<file path="src/rtl/blink_code_seq_pkg.sv">
// Shared definitions for the status-LED blink-code sequencer: state encoding,
// default timing constants and counter-width helpers.
package blink_code_seq_pkg;

  typedef enum logic [1:0] {
    ST_IDLE  = 2'd0,
    ST_ON    = 2'd1,
    ST_OFF   = 2'd2,
    ST_PAUSE = 2'd3
  } blink_state_t;

  // 100 ms tick at 50 MHz, matching the heartbeat blinker's clock-rate definition
  localparam int DEF_TICK_DIV    = 5000000;
  localparam int DEF_ON_TICKS    = 2;
  localparam int DEF_OFF_TICKS   = 3;
  localparam int DEF_PAUSE_TICKS = 15;
  localparam int DEF_CODE_W      = 4;

  function automatic int max3(input int a, input int b, input int c);
    int m;
    m = (a > b) ? a : b;
    return (m > c) ? m : c;
  endfunction

  // Never returns zero, so a counter that only needs to hold 0 still gets a bit
  function automatic int cnt_w(input int n);
    return (n <= 1) ? 1 : $clog2(n);
  endfunction

endpackage

</file>
<file path="src/rtl/blink_code_seq_tick_gen.sv">
// Free-running prescaler: one-clk tick every TICK_DIV clocks. Reusable by any
// slow-rate block on the board.
module tick_gen
  import blink_code_seq_pkg::*;
#(
  parameter int TICK_DIV = DEF_TICK_DIV
) (
  input  logic clk,
  input  logic reset,
  output logic tick
);

  localparam int TW = cnt_w(TICK_DIV);
  localparam logic [TW-1:0] LAST = TW'(TICK_DIV - 1);

  logic [TW-1:0] r_cnt;
  logic          w_last;

  assign w_last = (r_cnt == LAST);
  assign tick   = w_last;

  always_ff @(posedge clk or posedge reset) begin
    if (reset) begin
      r_cnt <= '0;
    end else if (w_last) begin
      r_cnt <= '0;
    end else begin
      r_cnt <= r_cnt + TW'(1);
    end
  end

endmodule

</file>
<file path="src/rtl/blink_code_seq.sv">
// Status-LED output stage: passes the heartbeat through when idle, otherwise
// blinks a non-zero fault code as N short flashes followed by a long pause.
module blink_code_seq
  import blink_code_seq_pkg::*;
#(
  parameter int TICK_DIV    = DEF_TICK_DIV,
  parameter int ON_TICKS    = DEF_ON_TICKS,
  parameter int OFF_TICKS   = DEF_OFF_TICKS,
  parameter int PAUSE_TICKS = DEF_PAUSE_TICKS,
  parameter int CODE_W      = DEF_CODE_W
) (
  input  logic              clk,
  input  logic              reset,
  input  logic              heartbeat,
  input  logic [CODE_W-1:0] code,
  output logic              led,
  output logic              busy
);

  localparam int PW = cnt_w(max3(ON_TICKS, OFF_TICKS, PAUSE_TICKS));
  localparam logic [PW-1:0] ON_LAST    = PW'(ON_TICKS - 1);
  localparam logic [PW-1:0] OFF_LAST   = PW'(OFF_TICKS - 1);
  localparam logic [PW-1:0] PAUSE_LAST = PW'(PAUSE_TICKS - 1);

  blink_state_t      r_state, w_state_nx;
  logic [PW-1:0]     r_phase, w_phase_nx;
  logic [CODE_W-1:0] r_pulse, w_pulse_nx;
  logic [CODE_W-1:0] r_code,  w_code_nx;
  logic [CODE_W-1:0] w_pulse_inc;
  logic              r_led,   w_led_nx;
  logic              r_busy,  w_busy_nx;
  logic              w_tick;
  logic              w_code_nz;

  tick_gen #(.TICK_DIV(TICK_DIV)) u_tick_gen (
    .clk   (clk),
    .reset (reset),
    .tick  (w_tick)
  );

  assign w_code_nz   = (code != '0);
  // Cannot overflow: the sequence leaves OFF as soon as this equals r_code
  assign w_pulse_inc = r_pulse + CODE_W'(1);

  always_comb begin
    w_state_nx = r_state;
    w_phase_nx = r_phase;
    w_pulse_nx = r_pulse;
    w_code_nx  = r_code;
    if (w_tick) begin
      case (r_state)
        ST_IDLE: begin
          if (w_code_nz) begin
            w_code_nx  = code;
            w_pulse_nx = '0;
            w_phase_nx = '0;
            w_state_nx = ST_ON;
          end
        end
        ST_ON: begin
          if (r_phase == ON_LAST) begin
            w_phase_nx = '0;
            w_state_nx = ST_OFF;
          end else begin
            w_phase_nx = r_phase + PW'(1);
          end
        end
        ST_OFF: begin
          if (r_phase == OFF_LAST) begin
            w_phase_nx = '0;
            w_pulse_nx = w_pulse_inc;
            w_state_nx = (w_pulse_inc == r_code) ? ST_PAUSE : ST_ON;
          end else begin
            w_phase_nx = r_phase + PW'(1);
          end
        end
        ST_PAUSE: begin
          if (r_phase == PAUSE_LAST) begin
            w_phase_nx = '0;
            if (w_code_nz) begin
              w_code_nx  = code;
              w_pulse_nx = '0;
              w_state_nx = ST_ON;
            end else begin
              w_state_nx = ST_IDLE;
            end
          end else begin
            w_phase_nx = r_phase + PW'(1);
          end
        end
        default: w_state_nx = ST_IDLE;
      endcase
    end

    // Pin drive is decoded from the next state so it moves on the same edge
    w_led_nx = 1'b0;
    case (w_state_nx)
      ST_IDLE: w_led_nx = heartbeat;
      ST_ON:   w_led_nx = 1'b1;
      default: w_led_nx = 1'b0;
    endcase
    w_busy_nx = (w_state_nx != ST_IDLE);
  end

  always_ff @(posedge clk or posedge reset) begin
    if (reset) begin
      r_state <= ST_IDLE;
      r_phase <= '0;
      r_pulse <= '0;
      r_code  <= '0;
      r_led   <= 1'b0;
      r_busy  <= 1'b0;
    end else begin
      r_state <= w_state_nx;
      r_phase <= w_phase_nx;
      r_pulse <= w_pulse_nx;
      r_code  <= w_code_nx;
      r_led   <= w_led_nx;
      r_busy  <= w_busy_nx;
    end
  end

  assign led  = r_led;
  assign busy = r_busy;

endmodule

</file>
<file path="config.mk">
export PLATFORM = sky130hd
export DESIGN_NAME = blink_code_seq
export DESIGN_NICKNAME = d
export VERILOG_FILES = /design/src/rtl/blink_code_seq_pkg.sv /design/src/rtl/blink_code_seq_tick_gen.sv /design/src/rtl/blink_code_seq.sv
export SDC_FILE = /design/constraint.sdc
export NUM_CORES = 1
export LEC_CHECK = 0
export ABC_AREA = 1
export CAP_MARGIN = 20
export CORE_MARGIN = 3
export CORE_UTILIZATION = 39
export CTS_CLUSTER_DIAMETER = 30
export DETAILED_ROUTE_END_ITERATION = 6
export GPL_TIMING_DRIVEN = 1
export PLACE_DENSITY = 0.62
export SYNTH_ARGS = -nofsm -noshare
export SYNTH_HDL_FRONTEND = slang
export SYNTH_SLANG_ARGS = --single-unit
</file>
<file path="constraint.sdc">
create_clock -name clk -period 1.82 [get_ports clk]
set_input_delay 0.455 -clock clk [delete_from_list [all_inputs] [get_ports clk]]
set_output_delay 0.455 -clock clk [all_outputs]
set_load 0.01 [all_outputs]
</file>
Word-level counts from Yosys, hierarchy flattened
Cells that the tools add are included.

word-level totals
  bits of input ports = 7
  flip-flop bits (word level) = 39
  output and inout bits = 2
  word-level logic and storage cells = 53

operators by class
  eq/ne operators = 12
  muxes and demuxes = 22
  add/sub/neg operators = 3
  reductions and logical operators = 9

operators with widths
  operator                                             count
  2-to-1 mux 4 bit                                     9
  adder 23 x 1 -> 23 bit, second input constant        1
  equality test 23 bit, second input constant          1
  2-to-1 mux 23 bit                                    1
  one-hot mux 4 bit (4 select lines)                   1
  2-to-1 mux 2 bit                                     6
  one-hot mux 4 bit (3 select lines)                   1
  adder 4 x 1 -> 4 bit, second input constant          2
  one-hot mux 2 bit (4 select lines)                   1
  one-hot mux 4 bit (2 select lines)                   1
  != test 2 bit, second input constant                 3
  equality test 2 x 1 -> 1 bit, second input constant  2
  equality test 2 bit, second input constant           2
  equality test 4 x 1 -> 1 bit, second input constant  1
  equality test 4 x 2 -> 1 bit, second input constant  1
  equality test 4 bit                                  1
  equality test 4 bit, second input constant           1
  logical NOT 2 bit                                    2
  AND reduction 4 bit                                  1
  nonzero test 2 bit                                   2
  nonzero test 4 bit                                   1
  AND reduction 3 bit                                  1
  nonzero test 3 bit                                   1
  one-hot mux 1 bit (2 select lines)                   1
  2 further kinds                                      2

Depth between registers and ports, before layout
Gate-level depths: netlist of the first run.

  depth in word-level cells = 8
  mapped depth = 12
  depth with buffers taken out = 12

Hierarchy
A second synthesis of the first run with hierarchy kept.

second synthesis, totals
  cell total of the unflattened synthesis = 352
  area, all modules = 2578.7 µm²

modules (own cells, without submodules)
  module          cells an instance  seq. area each (µm²)  area each (µm²)  instances
  tick_gen        209                575.6                 1517.7           1
  blink_code_seq  143                400.4                 1061.0           1

Least setup slack after synthesis of the first run
No wires, ideal clock.

  path kind = flip-flop to flip-flop
  start = reg r_phase[0]
  end = reg r_pulse[0]
  path buffers = 0
  setup time = 0.127 ns
  stages on the path, launching flop included = 12
  data required time = 1.693 ns
  period minus slack after synthesis = 1.560 ns
  data arrival time = 1.433 ns
  setup slack = 0.260 ns
  path through = dfrtp_1 > inv_1 > ha_1 > nand3_1 > nand2_1 > nand2_1 > inv_1 > o21ai_0 > nor2_1 > inv_1 > nand2_1 > o21ai_1

on the way
  cells in the longest elaborated chain, start to end = 3
  elaborated cells between the ends (all ways) = 5
  those cells by class = eq/ne: 4; reduce/logical: 1

ends and longest elaborated chain
  element                                                              RTL line                                    RTL
  start: declaration                                                   blink_code_seq.sv:26                        logic [PW-1:0] r_phase, w_phase_nx;
  start signal: assignment                                             blink_code_seq.sv:115                       r_phase <= w_phase_nx;
  equality test 4 bit or equality test 4 x 2 -> 1 bit (tied branches)  blink_code_seq.sv:78, blink_code_seq.sv:69
  != test 2 bit (no source line)                                       --
  AND reduction 4 bit (no source line) (*)                             --
  end signal: assignment                                               blink_code_seq.sv:116                       r_pulse <= w_pulse_nx;
  end: declaration                                                     blink_code_seq.sv:27                        logic [CODE_W-1:0] r_pulse, w_pulse_nx;

Every way passes the cells marked *; elsewhere a longest branch is shown, timed or not.
A chain may end at the register's enable or synchronous reset.

Final worst setup path of the first run
  start = reg u_tick_gen.r_cnt[1]
  end = reg r_led, in the netlist led

on the way
  cells in the longest elaborated chain, start to end = 4
  elaborated cells between the ends (all ways) = 5
  those cells by class = eq/ne: 2; mux: 2; reduce/logical: 1

ends and longest elaborated chain
  element                                                            RTL line                       RTL
  start: declaration                                                 blink_code_seq_tick_gen.sv:16  logic [TW-1:0] r_cnt;
  start signal: assignment                                           blink_code_seq_tick_gen.sv:28  r_cnt <= r_cnt + TW'(1);
  equality test 23 bit (*)                                           blink_code_seq_tick_gen.sv:19  assign w_last = (r_cnt == LAST);
  2-to-1 mux 2 bit (*)                                               blink_code_seq.sv:50           if (w_tick) begin
  net w_state_nx[1]                                                  blink_code_seq.sv:25           blink_state_t r_state, w_state_nx;
  equality test 2 x 1 -> 1 bit or logical NOT 2 bit (tied branches)  blink_code_seq.sv:97           case (w_state_nx)
  one-hot mux 1 bit (2 select lines) (*)                             blink_code_seq.sv:97
  net w_led_nx                                                       blink_code_seq.sv:30           logic r_led, w_led_nx;
  end signal: assignment                                             blink_code_seq.sv:118          r_led <= w_led_nx;
  end: declaration                                                   blink_code_seq.sv:30

Mark *: on every way through the listed nets, which the timed path passes. The rest lies on a longest branch.

==> results of run 1 <==
[state kept, by name (all words and copies together), names as in the netlist]
| signal | flops |
|---|---|
| led | 1 |
| busy | 1 |
| r_phase | 4 |
| r_code | 4 |
| r_pulse | 4 |
| u_tick_gen.r_cnt | 23 |
| r_state | 2 |
[synth_stat cells (3+ instances only)]
| library cell | number |
|---|---|
| nor3_1 | 4 |
| dfrtp_1 | 39 |
| o21ai_0 | 8 |
| ha_1 | 9 |
| nand2_2 | 4 |
| nor2_4 | 4 |
| a21oi_1 | 4 |
| o22ai_1 | 3 |
| nor2_2 | 3 |
| inv_1 | 64 |
| nand3_4 | 3 |
| nand3_1 | 23 |
| nand2_1 | 70 |
| nor4_1 | 3 |
| xor2_1 | 9 |
| nand4_1 | 8 |
| nor2_1 | 41 |
| o21ai_1 | 9 |
[per-stage QoR]
stage          instance area, um2  setup slack [ns]
2_1_floorplan                2470             0.260
4_1_cts                      2820             0.119
3_5_place_dp                 2710           -0.0658
6_report                     2840             0.173
5_1_grt                      2840            0.0232
3_3_place_gp                 2710           -0.0149
[power breakdown]
group	switching, mW	internal (mW)	total [mW]
clock	0.326	0.444	0.769
combinational	0.0241	0.0172	0.0414
sequential	0	0.866	0.866
[worst reg2reg max path: stages, from the launching register on]
cell and delay [ns]:
dfrtp_1 0.37, ha_2 0.23, nand3_4 0.13, nor2_4 0.14
nand3_4 0.10, nor2_8 0.20, inv_2 0.09, nor2_4 0.10
nand2_2 0.08, nand2_2 0.08, a21oi_2 0.03
[layer usage]
metal	wire length, um	up-vias	part of all wire [%]	global-route usage (%)
met5	0	-	0	0
met4	93	0	1.8	5.90
met3	127	5	2.5	3.07
met2	2230	23	44	23.4
met1	2630	935	52	22.3
li1	-	1076	-	-
[logic make-up after synthesis]
group	count (synthesis)
DFF	39
and+or+nand+nor	168
xor gates and xnor gates	11
adders and majority gates	9
AOI/OAI and AO/OA	34
buffers and inverters	65
[cell type report]
cell class                 count  area share [%]
tap                           75            3.31
clock inverter                 2            1.23
clock buffer                   6            2.91
timing repair buffer          14            4.85
inverter                      65            8.60
multi-input combinational    222            44.7
sequential                    39            34.4
[layout by cell type (no fill, tap or decap), drive strengths merged, types with 6 or more instances in the layout]
cell type / n
nand2: 74
inv: 65
nor2: 49
dfrtp: 39
nand3: 27
o21ai: 18
xor2: 9
ha: 9
nand4: 8
clkdlybuf4s50: 8
clkbuf: 6
buf: 6
[worst max-delay path by stage]
stage	startpoint	end	slack (ns)	cells after the start
6_report	u_tick_gen.r_cnt[1]$_DFF_PP0_	led$_DFF_PP0_	0.17	10
5_1_grt	u_tick_gen.r_cnt[1]$_DFF_PP0_	u_tick_gen.r_cnt[22]$_DFF_PP0_	0.02	9
4_1_cts	u_tick_gen.r_cnt[1]$_DFF_PP0_	r_pulse[0]$_DFFE_PP0P_	0.12	8
3_5_place_dp	code[1]	busy$_DFF_PP0_	-0.07	7
3_3_place_gp	code[1]	busy$_DFF_PP0_	-0.01	7
2_1_floorplan	r_phase[0]$_DFFE_PP0P_	r_pulse[0]$_DFFE_PP0P_	0.26	11
==> out/metrics.yaml, run 1 <==
die:
  std_cell_rows: 28
  start_util_pct: 41.1
  io_pins: 9
  die_h_um: 85.7
  die_area_um2: 7340
  core_area_um2: 6030
  die_w_um: 85.7
drt:
  drtPass1Iterations: 4
  ant_nets: 0
  wl_um: 5070
  route.vias.total: 2039
  wl_per_cell_um: 12.0
  post_drt_via_cell_ratio: 4.82
  drc: 0
  first_iter_violations: 90
timing:
  worstMarginPinSlew_ns: 0.480
  final.setup.tns_ns: 0
  timing.final.crit_share_pct: 90.5
  period_needed_ns: 1.65
  slew_headroom_pct: 67.7
  fmax_mhz: 607
  hold_viol: 0
  grt_setup_unrepaired: "no"
  fin_worst_skew_ns: 0.00697
  hold_slack_ns: 0.507
  drv_slew: 0
  setup_violations: 0
global_routing:
  grt_pass1_wl_um: 9140
  antenna_found_initial: 0
  grt_pass1_vias: 1945
  grt_use_total_pct: 15.6
  grt_max_degree: 40
  overflow: 0
power:
  p_total_mw: 1.68
  leakage_nw: 1.46
  irDropWorstVdd_uv: 275
  powerDensity_nw_per_um2: 591
run_status:
  outcome: "finished, final reports clean"
cts:
  cts_sinks: 39
  cts_buffers: 5
  ctsResizeCount: 0
  clock-root-buffer: "clkbuf_8"
  cts_max_path_buffers: 2
  htree_levels: 2
  cts_hold_buf: 0
  cts_tree: "done"
  clk_pin_slew_ns: 0.08
  post_cts_buffers: 0
  clk_latency_ns: 0.30
yosys:
  synth_xor_area_share_pct: 3.89
  synthTopCellsByArea: "dfrtp_1 (39%), nand2_1 (11%), inv_1 (9.7%)"
  synth-edff-count: 0
  synth_area_um2: 2470
  synth_seq_area_share_pct: 39.4
  synth_top_family_by_area: "simple AND/OR/NAND/NOR gates"
  synth_compound_area_share_pct: 9.10
  async_flop_share_pct: 100
  yosys_warnings: 0
  synth_simple_gate_area_share_pct: 33.2
  synthAdderAreaFrac_pct: 4.55
  synth.distinct_cells: 34
  synth-main-ff-cell: "dfrtp_1"
  synth.mux.area_fraction_pct: 0
  ys_ff_latch: 39
  yosys.area.top_type: "dfrtp_1"
  post-synth-top-area-fraction_pct: 39.4
  syn-num-nets: 342
  synthCells: 326
  avgSynthCellArea_um2: 7.59
worst_setup_path:
  cp_max_fo: 7
  cp_num_buf_inv: 1
  startpoint_type: "register"
  path_cells: "ha_2, nand3_4, nor2_4, nand3_4, nor2_8, inv_2, nor2_4, nand2_2, nand2_2, a21oi_2"
  reg2reg_depth: 10
  r2r-end: "led$_DFF_PP0_"
  cp.required_ns: 2.02
  arrival_ns: 1.84
  regToRegSetupSlack_ns: 0.17
  critical_path.top_delay_family: "simple AND/OR/NAND/NOR gates"
  crit_type: "reg -> reg"
  cpPeakStageDelay_ns: 0.37
  rr_startpoint: "u_tick_gen.r_cnt[1]$_DFF_PP0_"
  end_kind: "register"
  crit_path_top_delay_cell: "dfrtp_1"
place:
  gp_congestion: 0.834
  portBuffers: 8
  dpl.hpwl_um: 3910
  dp_cells: 415
run:
  cap_violations: 0
layout:
  area_growth_syn_to_layout_pct: 14.7
  insertedDiodeCount: 0
  layout-drive-gt1-share_pct: 11.8
  ff_latch_area_um2: 976
  layout.cells.non_filler: 423
  multi_input_area_um2: 1270
  nets: 363
  fill_cells: 593
  fin_util_pct: 47.1
worst_hold_path:
  min_path_type: "in -> async"
Note: power is estimated with default switching activity, not from simulation.
==> run 2, diff against run 1 <==
--- a/config.mk
+++ b/config.mk
@@ -12,7 +12,7 @@
 export CTS_CLUSTER_DIAMETER = 30
 export DETAILED_ROUTE_END_ITERATION = 6
 export GPL_TIMING_DRIVEN = 1
-export PLACE_DENSITY = 0.62
+export PLACE_DENSITY = 0.61
 export SYNTH_ARGS = -nofsm -noshare
 export SYNTH_HDL_FRONTEND = slang
 export SYNTH_SLANG_ARGS = --single-unit
==> constraint.sdc (replaced) <==
create_clock -name clk -period 1.82 [get_ports clk]
set_input_delay 0.182 -clock clk [delete_from_list [all_inputs] [get_ports clk]]
set_output_delay 0.182 -clock clk [all_outputs]
set_load 0.01 [all_outputs]
==> run 2 against run 1 <==
- fmax is 0.80% lower
- register-to-register slack barely moved
- non-clock buffer count is 2 higher
- critical path depth down 1
- sequential power about the same
- core utilization rose by 0.33 points
- first-iteration DRC count rose by 66%
- via count about the same
- die area unchanged
- critical endpoint is now r_phase[2]$_DFFE_PP0P_
- highest routed layer unchanged
==> out/metrics.yaml, run 2 (synthesis results as in run 1) <==
power:
  irDropWorstVdd_uv: 293  # +6.5%
  p_seq_share_pct: 49.2  # -2.4 points
  internal_power_mw: 1.43  # +7.6%
  pwr-share-comb_pct: 2.1  # -0.4 points
  powerDensity_nw_per_um2: 616  # +4.3%
  switching_share_pct: 18.9  # -2.0 points
  leakage_nw: 1.47  # +0.85%
  power.switching_mw: 0.332  # -5.0%
  p_clk_share_pct: 48.7  # +2.8 points
layout:
  mostFrequentLayoutCells: "nand2_1 (70), inv_1 (64), dfrtp_1 (39), nor2_1 (38), nand3_1 (23)"
  largest_reg_flops: 23  # unchanged
  nets: 365  # +0.55%
  mostFrequentLayoutCell: "nand2_1"
  regMostFlops: "u_tick_gen.r_cnt"
  layout-drive-gt1-share_pct: 12.3  # +0.50 points
  insertedDiodeCount: 0  # unchanged
  area_growth_syn_to_layout_pct: 15.5
cts:
  post_cts_buffers: 0  # unchanged
  cts_sinks: 39  # unchanged
  cts_tree: "done"
  clk_latency_ns: 0.29  # about the same
  cts_buffers: 5  # unchanged
  htree_levels: 2  # unchanged
  cts_max_path_buffers: 2  # unchanged
  clk_pin_slew_ns: 0.08  # about the same
  clock-root-buffer: "clkbuf_8"
timing:
  setup_violations: 0  # unchanged
  timing.final.crit_share_pct: 91.2  # +0.73 points
  fmax_mhz: 602  # -0.80%
  final.setup.tns_ns: 0  # unchanged
  hold_viol: 0  # unchanged
  slew_headroom_pct: 67.2  # -0.52 points
  worstMarginPinSlew_ns: 0.492  # +0.0123 ns
  period_needed_ns: 1.66  # +0.0133 ns
  fin_worst_skew_ns: 0.00837  # +0.00140 ns
  drv_slew: 0  # unchanged
  hold_slack_ns: 0.296  # -0.211 ns
worst_setup_path:
  arrival_ns: 1.87  # +0.03 ns
  end_kind: "register"
  cp_max_fo: 9  # +2
  startpoint_type: "register"
  cp.required_ns: 2.03  # about the same
  crit_type: "reg -> reg"
global_routing:
  grt_pass1_vias: 2051  # +5.4%
  grt_use_total_pct: 15.7  # +0.079 points
  antenna_found_initial: 0  # unchanged
  overflow: 0  # unchanged
  grt_max_degree: 40  # unchanged
  grt_pass1_wl_um: 9270  # +1.4%
die:
  die_w_um: 85.7  # unchanged
  core_area_um2: 6030  # unchanged
  die_area_um2: 7340  # unchanged
  std_cell_rows: 28  # unchanged
  die_h_um: 85.7  # unchanged
  start_util_pct: 41.1  # unchanged
  io_pins: 9  # unchanged
drt:
  ant_nets: 0  # unchanged
  drtPass1Iterations: 4  # unchanged
  first_iter_violations: 149  # +66%
  wl_um: 5110  # +0.71%
  wl_per_cell_um: 12.0  # +0.24%
  route.vias.total: 2038  # -0.049%
  drc: 0  # unchanged
  post_drt_via_cell_ratio: 4.80  # -0.52%
run:
  cap_violations: 0  # unchanged
place:
  gp_congestion: 0.875  # +5.0%
  dpl.hpwl_um: 3990  # +2.0%
  portBuffers: 8  # unchanged
run_status:
  outcome: "finished, final reports clean"
worst_hold_path:
  min_path_type: "in -> async"
==> run 2: worst paths after layout <==
kind / depth (start not counted) / slack (ns) / startpoint / to
worst max-delay path: 9 / 0.16 / u_tick_gen.r_cnt[0]$_DFF_PP0_ / r_phase[2]$_DFFE_PP0P_
worst min-delay path: 3 / 0.30 / reset / r_pulse[1]$_DFFE_PP0P_
worst max register to register: 9 / 0.16 / u_tick_gen.r_cnt[0]$_DFF_PP0_ / r_phase[2]$_DFFE_PP0P_
worst min register to register: 1 / 0.52 / u_tick_gen.r_cnt[4]$_DFF_PP0_ / u_tick_gen.r_cnt[4]$_DFF_PP0_
max in group asynchronous: 3 / 1.17 / reset / u_tick_gen.r_cnt[2]$_DFF_PP0_
min in group clk: 3 / 0.43 / heartbeat / led$_DFF_PP0_
==> run 2: timing repair <==
action / CTS / global route
resized for setup: 0 / 5
hold buffers: 0 / 0
setup endpoints to repair: 0 / 11
==> run 2: area by class of cell <==
cell class              instances  area (um2)
multi-input cells             222        1270
clock buffers                   6        72.6
fillers                       599        3170
flip-flops and latches         39         976
repair buffers                 16         140
inverters                      65         244
clock inverters                 2        60.1
well taps                      75        93.8
==> run 2: routing by layer <==
| metal | global-route usage [%] | up-vias | routed length (um) |
|---|---|---|---|
| li1 | - | 1068 | - |
| met1 | 22.8 | 925 | 2610 |
| met2 | 23.4 | 36 | 2200 |
| met3 | 2.69 | 9 | 211 |
| met4 | 5.90 | 0 | 89 |
| met5 | 0 | - | 0 |
==> run 2: worst max-delay path: stages, from the launching register on <==
cell     delay, ns
dfrtp_1       0.39
ha_2          0.24
nand2_1       0.08
nor2_2        0.13
nand2_2       0.10
nor2_4        0.11
nand3_4       0.15
nor2_4        0.17
nand2_1       0.09
a22oi_2       0.13
==> run 2: metrics by stage <==
stage | cell area (um2) | setup WS (ns) | utilization (%) | total power [mW] | std cells
5_1_grt | 2860 | -0.00204 | 47.4 | 1.82 | 425
6_report | 2860 | 0.159 | 47.4 | 1.76 | 425
2_1_floorplan | 2470 | 0.260 | - | 0.901 | 326
3_5_place_dp | 2710 | 0.0901 | 45.0 | 0.922 | 417
4_1_cts | 2840 | 0.0715 | 47.2 | 1.80 | 425
3_3_place_gp | 2710 | 0.0947 | 45.0 | 0.922 | 417
==> run 2: power by group through the flow <==
| stage | Clock (mW) | Combinational (mW) | Sequential (mW) |
|---|---|---|---|
| 4_1_cts | 0.891 | 0.0393 | 0.866 |
| 6_report | 0.858 | 0.0369 | 0.866 |
| 2_1_floorplan | 0 | 0.0179 | 0.883 |
| 3_5_place_dp | 0 | 0.0394 | 0.883 |
| 5_1_grt | 0.915 | 0.0435 | 0.866 |
| 3_3_place_gp | 0 | 0.0392 | 0.883 |
